File: src/rtl/crc7_pkg.sv
// -----------------------------------------------------------------------------
// crc7_pkg
// Shared definitions for the CRC-7 serial encoder path.
//   CRC_W          : CRC register width (7)
//   POLY_DEFAULT   : generator polynomial x^7+x^3+1 without the x^7 term
//   INIT_DEFAULT   : CRC register value at the start of a frame
//   END_BIT        : constant trailing bit used when CRC7_END_BIT_EN is defined
//   state_t        : encoder FSM states
//   crc7_step*     : one LFSR step absorbing a single data bit
// -----------------------------------------------------------------------------
package crc7_pkg;

  localparam int         CRC_W        = 7;
  localparam logic [6:0] POLY_DEFAULT = 7'h09;
  localparam logic [6:0] INIT_DEFAULT = 7'h00;
  localparam logic       END_BIT      = 1'b1;

  typedef enum logic [1:0] {
    IDLE   = 2'd0,
    SHIFT  = 2'd1,
    APPEND = 2'd2
  } state_t;

  // One CRC step with an explicit polynomial: shift left, fold in the
  // polynomial when the outgoing MSB differs from the incoming bit.
  function automatic logic [CRC_W-1:0] crc7_step_poly(
    input logic [CRC_W-1:0] crc,
    input logic             d,
    input logic [CRC_W-1:0] poly
  );
    logic fb;
    fb = crc[CRC_W-1] ^ d;
    return {crc[CRC_W-2:0], 1'b0} ^ (fb ? poly : 7'h00);
  endfunction

  // One CRC step using the default generator polynomial.
  function automatic logic [CRC_W-1:0] crc7_step(
    input logic [CRC_W-1:0] crc,
    input logic             d
  );
    return crc7_step_poly(crc, d, POLY_DEFAULT);
  endfunction

endpackage

File: src/rtl/crc7_lfsr.sv
// -----------------------------------------------------------------------------
// crc7_lfsr
// 7-bit CRC register with load-INIT, step and hold controls.
// Ports:
//   clk    in  : rising-edge clock
//   reset  in  : synchronous active-low reset (register returns to INIT)
//   load   in  : restart the register from INIT this cycle
//   step   in  : absorb bit d (when load is also high, d is absorbed on top
//                of INIT, so a frame's first bit costs no extra cycle)
//   d      in  : data bit to absorb
//   crc    out : current register contents
// -----------------------------------------------------------------------------
module crc7_lfsr
  import crc7_pkg::*;
#(
  parameter logic [6:0] POLY = POLY_DEFAULT,
  parameter logic [6:0] INIT = INIT_DEFAULT
) (
  input  logic       clk,
  input  logic       reset,
  input  logic       load,
  input  logic       step,
  input  logic       d,
  output logic [6:0] crc
);

  // CRC register: reset/load to INIT, optionally stepping in the same cycle.
  always_ff @(posedge clk) begin
    if (!reset) begin
      crc <= INIT;
    end else if (load) begin
      crc <= step ? crc7_step_poly(INIT, d, POLY) : INIT;
    end else if (step) begin
      crc <= crc7_step_poly(crc, d, POLY);
    end else begin
      crc <= crc;
    end
  end

endmodule

File: src/rtl/crc7_serial_encoder.sv
// -----------------------------------------------------------------------------
// crc7_serial_encoder
// Passes a serial payload through while folding it into a CRC-7, then appends
// the CRC MSB-first on the same serial line and reports it in parallel.
// Optional feature macro: CRC7_END_BIT_EN (appends a constant 1 end bit after
// CRC bit 0, making the tail 8 bits).
// Ports:
//   clk        in  : rising-edge clock
//   reset      in  : synchronous active-low reset
//   en_crc     in  : payload window; data_in carries a bit while high
//   data_in    in  : serial payload bit, frame MSB first
//   dout       out : payload bits, then CRC bits (then end bit if enabled)
//   dout_valid out : dout carries a frame bit
//   crc_out    out : CRC of the last completed frame
//   crc_valid  out : one-cycle pulse when crc_out updates
//   busy       out : high while in SHIFT or APPEND
//   overrun    out : one-cycle pulse on a window longer than MAX_BITS or
//                    en_crc raised during the tail (at most once per frame)
// -----------------------------------------------------------------------------
module crc7_serial_encoder
  import crc7_pkg::*;
#(
  parameter int         MAX_BITS = 64,
  parameter logic [6:0] POLY     = POLY_DEFAULT,
  parameter logic [6:0] INIT     = INIT_DEFAULT
) (
  input  logic       clk,
  input  logic       reset,
  input  logic       en_crc,
  input  logic       data_in,
  output logic       dout,
  output logic       dout_valid,
  output logic [6:0] crc_out,
  output logic       crc_valid,
  output logic       busy,
  output logic       overrun
);

  localparam int               CNT_W   = $clog2(MAX_BITS + 1);
  localparam logic [CNT_W-1:0] MAX_CNT = CNT_W'(MAX_BITS);

  state_t           state, state_next;
  logic [CNT_W-1:0] bit_cnt, bit_cnt_next;
  logic [2:0]       app_cnt, app_cnt_next;
  logic             crc_sent, crc_sent_next;   // CRC bit 0 already emitted
  logic             ovr_seen, ovr_seen_next;   // overrun already reported this frame
`ifdef CRC7_END_BIT_EN
  logic             end_sent, end_sent_next;
`endif
  logic             tail_done;
  logic             start_frame;
  logic             lfsr_load, lfsr_step;
  logic [6:0]       crc;

  logic             dout_next, dout_valid_next, crc_valid_next;
  logic             busy_next, overrun_next;
  logic [6:0]       crc_out_next;

  crc7_lfsr #(
    .POLY (POLY),
    .INIT (INIT)
  ) u_lfsr (
    .clk   (clk),
    .reset (reset),
    .load  (lfsr_load),
    .step  (lfsr_step),
    .d     (data_in),
    .crc   (crc)
  );

`ifdef CRC7_END_BIT_EN
  assign tail_done = crc_sent & end_sent;
`else
  assign tail_done = crc_sent;
`endif

  // Next-state, counter and output decode.
  always_comb begin
    state_next      = state;
    bit_cnt_next    = bit_cnt;
    app_cnt_next    = app_cnt;
    crc_sent_next   = crc_sent;
    ovr_seen_next   = ovr_seen;
`ifdef CRC7_END_BIT_EN
    end_sent_next   = end_sent;
`endif
    start_frame     = 1'b0;
    lfsr_load       = 1'b0;
    lfsr_step       = 1'b0;
    dout_next       = 1'b0;
    dout_valid_next = 1'b0;
    crc_out_next    = crc_out;
    crc_valid_next  = 1'b0;
    overrun_next    = 1'b0;
    busy_next       = 1'b0;

    case (state)
      IDLE: begin
        if (en_crc) begin
          start_frame = 1'b1;
        end else begin
          state_next = IDLE;
        end
      end

      SHIFT: begin
        if (en_crc) begin
          if (bit_cnt < MAX_CNT) begin
            lfsr_step       = 1'b1;
            dout_next       = data_in;
            dout_valid_next = 1'b1;
            bit_cnt_next    = bit_cnt + CNT_W'(1);
          end else begin
            // Window too long: drop this bit and start the tail next cycle.
            overrun_next  = 1'b1;
            ovr_seen_next = 1'b1;
            app_cnt_next  = 3'd0;
            state_next    = APPEND;
          end
        end else begin
          // Emit CRC bit 6 on the transition so the stream has no gap.
          dout_next       = crc[6];
          dout_valid_next = 1'b1;
          app_cnt_next    = 3'd1;
          state_next      = APPEND;
        end
      end

      APPEND: begin
        if (tail_done) begin
          crc_out_next   = crc;
          crc_valid_next = 1'b1;
          state_next     = IDLE;
          // The return cycle may already carry the next frame's first bit.
          if (en_crc) begin
            start_frame = 1'b1;
          end else begin
            state_next = IDLE;
          end
        end else begin
          if (!crc_sent) begin
            dout_next       = crc[3'd6 - app_cnt];
            dout_valid_next = 1'b1;
            if (app_cnt == 3'd6) begin
              crc_sent_next = 1'b1;
            end else begin
              app_cnt_next = app_cnt + 3'd1;
            end
          end else begin
`ifdef CRC7_END_BIT_EN
            dout_next       = END_BIT;
            dout_valid_next = 1'b1;
            end_sent_next   = 1'b1;
`else
            dout_next       = 1'b0;
`endif
          end
          if (en_crc && !ovr_seen) begin
            overrun_next  = 1'b1;
            ovr_seen_next = 1'b1;
          end else begin
            overrun_next  = 1'b0;
          end
        end
      end

      default: begin
        state_next = IDLE;
      end
    endcase

    if (start_frame) begin
      lfsr_load       = 1'b1;
      lfsr_step       = 1'b1;
      dout_next       = data_in;
      dout_valid_next = 1'b1;
      bit_cnt_next    = CNT_W'(1);
      app_cnt_next    = 3'd0;
      crc_sent_next   = 1'b0;
      ovr_seen_next   = 1'b0;
`ifdef CRC7_END_BIT_EN
      end_sent_next   = 1'b0;
`endif
      state_next      = SHIFT;
    end else begin
      lfsr_load       = 1'b0;
    end

    busy_next = (state_next != IDLE);
  end

  // FSM state and frame counters.
  always_ff @(posedge clk) begin
    if (!reset) begin
      state    <= IDLE;
      bit_cnt  <= '0;
      app_cnt  <= 3'd0;
      crc_sent <= 1'b0;
      ovr_seen <= 1'b0;
`ifdef CRC7_END_BIT_EN
      end_sent <= 1'b0;
`endif
    end else begin
      state    <= state_next;
      bit_cnt  <= bit_cnt_next;
      app_cnt  <= app_cnt_next;
      crc_sent <= crc_sent_next;
      ovr_seen <= ovr_seen_next;
`ifdef CRC7_END_BIT_EN
      end_sent <= end_sent_next;
`endif
    end
  end

  // Registered outputs.
  always_ff @(posedge clk) begin
    if (!reset) begin
      dout       <= 1'b0;
      dout_valid <= 1'b0;
      crc_out    <= 7'h00;
      crc_valid  <= 1'b0;
      busy       <= 1'b0;
      overrun    <= 1'b0;
    end else begin
      dout       <= dout_next;
      dout_valid <= dout_valid_next;
      crc_out    <= crc_out_next;
      crc_valid  <= crc_valid_next;
      busy       <= busy_next;
      overrun    <= overrun_next;
    end
  end

endmodule

File: config.mk
export PLATFORM = sky130hd
export DESIGN_NAME = crc7_serial_encoder
export DESIGN_NICKNAME = d
export VERILOG_FILES = /design/src/rtl/crc7_pkg.sv /design/src/rtl/crc7_lfsr.sv /design/src/rtl/crc7_serial_encoder.sv
export SDC_FILE = /design/constraint.sdc
export NUM_CORES = 1
export LEC_CHECK = 0
export ABC_CLOCK_PERIOD_IN_PS = 1700
export CAP_MARGIN = 20
export CORE_UTILIZATION = 52
export CTS_BUF_LIST = sky130_fd_sc_hd__clkbuf_8
export DETAILED_ROUTE_END_ITERATION = 6
export PLACE_DENSITY = 0.77
export REMOVE_ABC_BUFFERS = 1
export SLEW_MARGIN = 20
export SYNTH_ARGS = -nofsm -noshare
export SYNTH_HDL_FRONTEND = slang
export SYNTH_SLANG_ARGS = --single-unit
File: constraint.sdc
create_clock -name clk -period 1.7 [get_ports clk]
set_input_delay 0.34 -clock clk [delete_from_list [all_inputs] [get_ports clk]]
set_output_delay 0.34 -clock clk [all_outputs]
set_load 0.05 [all_outputs]
==> impl_metrics.toml <==
[layout]
drive_gt1_share_pct = 22.6
area_growth_pct = 24.7
stdcell_area_um2 = 1910
num_antenna_cells = 0
utilization_pct = 68.8
layout.nets = 223
fill_cells = 217

[global_routing]
grt_use_total_pct = 24.7
use_met1_pct = 30.6
grt_pass1_wl_um = 6000
antenna_found_initial = 0
grt_use_met3_pct = 6.91
gr-total-overflow = 0
grt_max_degree = 14
grt_busiest_layer = "met2"
grt_pass1_vias = 1332
met2_usage_pct = 40.0

[power]
p_leak_nw = 0.750
pwr-share-comb_pct = 10.0
internal-power_mw = 1.33
finalPower_mw = 1.74
power.density_nw_per_um2 = 910
seq_power_share_pct = 45.9
p_switching_mw = 0.409
clkPwrFrac_pct = 44.1
p_sw_share_pct = 23.5
peakVddDrop_mv = 0.911

[route]
dr_total_vias = 1377
ant_nets = 0
routed_wl_um = 3670
drtIter0Drc = 65
via_per_inst = 5.67
drc = 0
wl_per_cell_um = 15.1
drt_pass1_iterations = 4

[run_status]
run_status = "finished clean"

[clocking]
cts_buffers = 5
clk_pin_slew_ns = 0.07
clock_latency_ns = 0.29
h-tree-depth = 2
cts_tree = "done"
root_buffer = "clkbuf_8"
cts.sink_count = 33
cts_buffer_depth = 2

[timing]
hold_slack_ns = 0.461
fin_skew_ns = 0.00617
tightestPinTransition_ns = 0.457
setup-violations-final = 0
hold_violations = 0
maxSlewHeadroom_pct = 69.5
final.setup.tns_ns = 0
fmax_mhz = 608
drv_slew = 0
min_period_over_period_pct = 96.7
finalWorstPathRequiredPeriod_ns = 1.64

[logic_synthesis]
synth_top_area_cell = "dfxtp_1"
synth_top_cells_by_area = "dfxtp_1 (43%), nand2_1 (9.3%), a21oi_1 (6.8%), ha_1 (6.5%), nor2_1 (3.4%)"
synth_top_area_share_pct = 43.0
netlist_instances = 180
ys_warn_count = 0
ys_ff_latch = 33
syn_avg_cell_area_um2 = 8.53
ys_types = 37
yosysSeqAreaShare_pct = 43.0
syn_area_um2 = 1540

[floorplan]
io_pins = 16
fp-row-count = 19
core_area_um2 = 2780
die-area_um2 = 3170
die_y_um = 56.3
fp.dieW_um = 56.3
start_util_pct = 55.2

[place]
numPortBuffers = 15
place_hpwl_um = 2420
placed_cell_area_um2 = 1750
place_congestion = 0.812

[worst_setup_path]
startpoint_type = "flip-flop"
cp_max_fo = 7
crit_type = "flip-flop to flip-flop"
cp.arrival_ns = 1.87
crit_required_ns = 1.92
critPathCaptureType = "flip-flop"

[worst_hold_path]
min_path_type = "flip-flop to flip-flop"

[run]
drv_cap = 0
path summary, 6_finish.rpt:
| check | from | end | slack, ns | cells past startpoint |
|---|---|---|---|---|
| max | state[1]$_SDFF_PN0_ | app_cnt[2]$_SDFFE_PP0P_ | 0.06 | 5 |
| max reg2reg | state[1]$_SDFF_PN0_ | app_cnt[2]$_SDFFE_PP0P_ | 0.06 | 5 |
| min | crc_out[4]$_SDFFE_PN0P_ | crc_out[4]$_SDFFE_PN0P_ | 0.46 | 2 |
| min reg2reg | crc_out[4]$_SDFFE_PN0P_ | crc_out[4]$_SDFFE_PN0P_ | 0.46 | 2 |
layout by cell type, fill, tap and decap left out, drive strengths merged:
cell	Yosys	layout
dfxtp	33	33
buf	7	29
and3b	1	1
nand2b	1	1
o22ai	2	2
or4	2	2
a22oi	2	2
and3	1	1
a31oi	3	3
xor2	5	5
mux4	1	1
o221ai	1	1
clkbuf	1	6
o2bb2ai	1	1
nor2	14	14
mux2i	2	2
ha	8	8
o21a	1	1
o2111ai	1	1
nand4	2	2
bufinv	0	1
a32oi	1	1
clkdlybuf4s50	0	3
o21ai	11	11
mux2	1	1
o21ba	1	1
nand2	39	39
and4	1	1
and2	1	1
a21oi	23	23
or3	1	1
inv	7	8
xnor2	2	2
nand3b	3	3
metal layers:
metal  up-vias  part of all wire [%]
met2        43                    48
met1       649                    46
met3         9                   5.4
li1        676                     -
met5         -                     0
met4         0                   1.4
synth_stat cells (all sizes together):
cell type,instances
or4,2
nand2b,1
dfxtp,33
nand2,39
o21a,1
a31oi,3
and3,1
a21oi,23
ha,8
mux2i,2
o22ai,2
mux2,1
a22oi,2
xnor2,2
nand4,2
nor2,14
and3b,1
buf,7
and4,1
xor2,5
o2111ai,1
nand3b,3
o21ai,11
o21ba,1
and2,1
clkbuf,1
a32oi,1
or3,1
o2bb2ai,1
o221ai,1
mux4,1
inv,7
metrics by stage:
| stage | setup WS (ns) | cells |
|---|---|---|
| 3_3_place_gp | -0.0921 | 230 |
| 4_1_cts | 0.0329 | 238 |
| 6_report | 0.0560 | 243 |
| 5_1_grt | -0.0240 | 243 |
| 2_1_floorplan | -0.0243 | 172 |
| 3_5_place_dp | -0.145 | 230 |
area by class of cell:
type,instances,area (um^2),area share (%)
clock buffer,6,82.6,4.31
clock inverter,2,33.8,1.76
inverter,7,26.3,1.37
multi-input combinational,132,811,42.4
sequential,33,662,34.6
tap,31,38.8,2.03
timing repair buffer,32,260,13.6
worst max-delay path: stages, from the launching register on:
cell	delay, ns
dfxtp_1	0.39
inv_2	0.07
ha_1	0.19
and3b_2	0.26
or4_1	0.52
a21oi_1	0.16
logic make-up after synthesis:
group	after synthesis	synth area share [%]
and+or+nand+nor	66	19.2
xor gates and xnor gates	7	3.99
adders and majority gates	8	6.52
buffers and inverters	15	5.05
AOI/OAI and AO/OA	47	18.7
DFF	33	43.0
muxes	4	3.50
sequential cells by signal, indices dropped and copies added (netlist names):
signal      flops
crc_sent        1
crc_out         7
ovr_seen        1
crc_valid       1
dout            1
state           2
busy            1
dout_valid      1
u_lfsr.crc      7
bit_cnt         7
overrun         1
app_cnt         3
repair_timing:
item                       in CTS  in global routing
resized for setup               1                  7
pin swaps                       0                  0
buffers inserted                0                  5
setup endpoints to repair       3                 14
hold buffers                    0                  0
power by group through the flow:
stage / combinational, mW / clock [mW] / sequential, mW
6_report: 0.174 / 0.768 / 0.800
5_1_grt: 0.188 / 0.806 / 0.801
4_1_cts: 0.160 / 0.777 / 0.800
3_5_place_dp: 0.157 / 0 / 0.817
3_3_place_gp: 0.153 / 0 / 0.816
2_1_floorplan: 0.0738 / 0 / 0.832
Power figures use the tool's default switching activity.
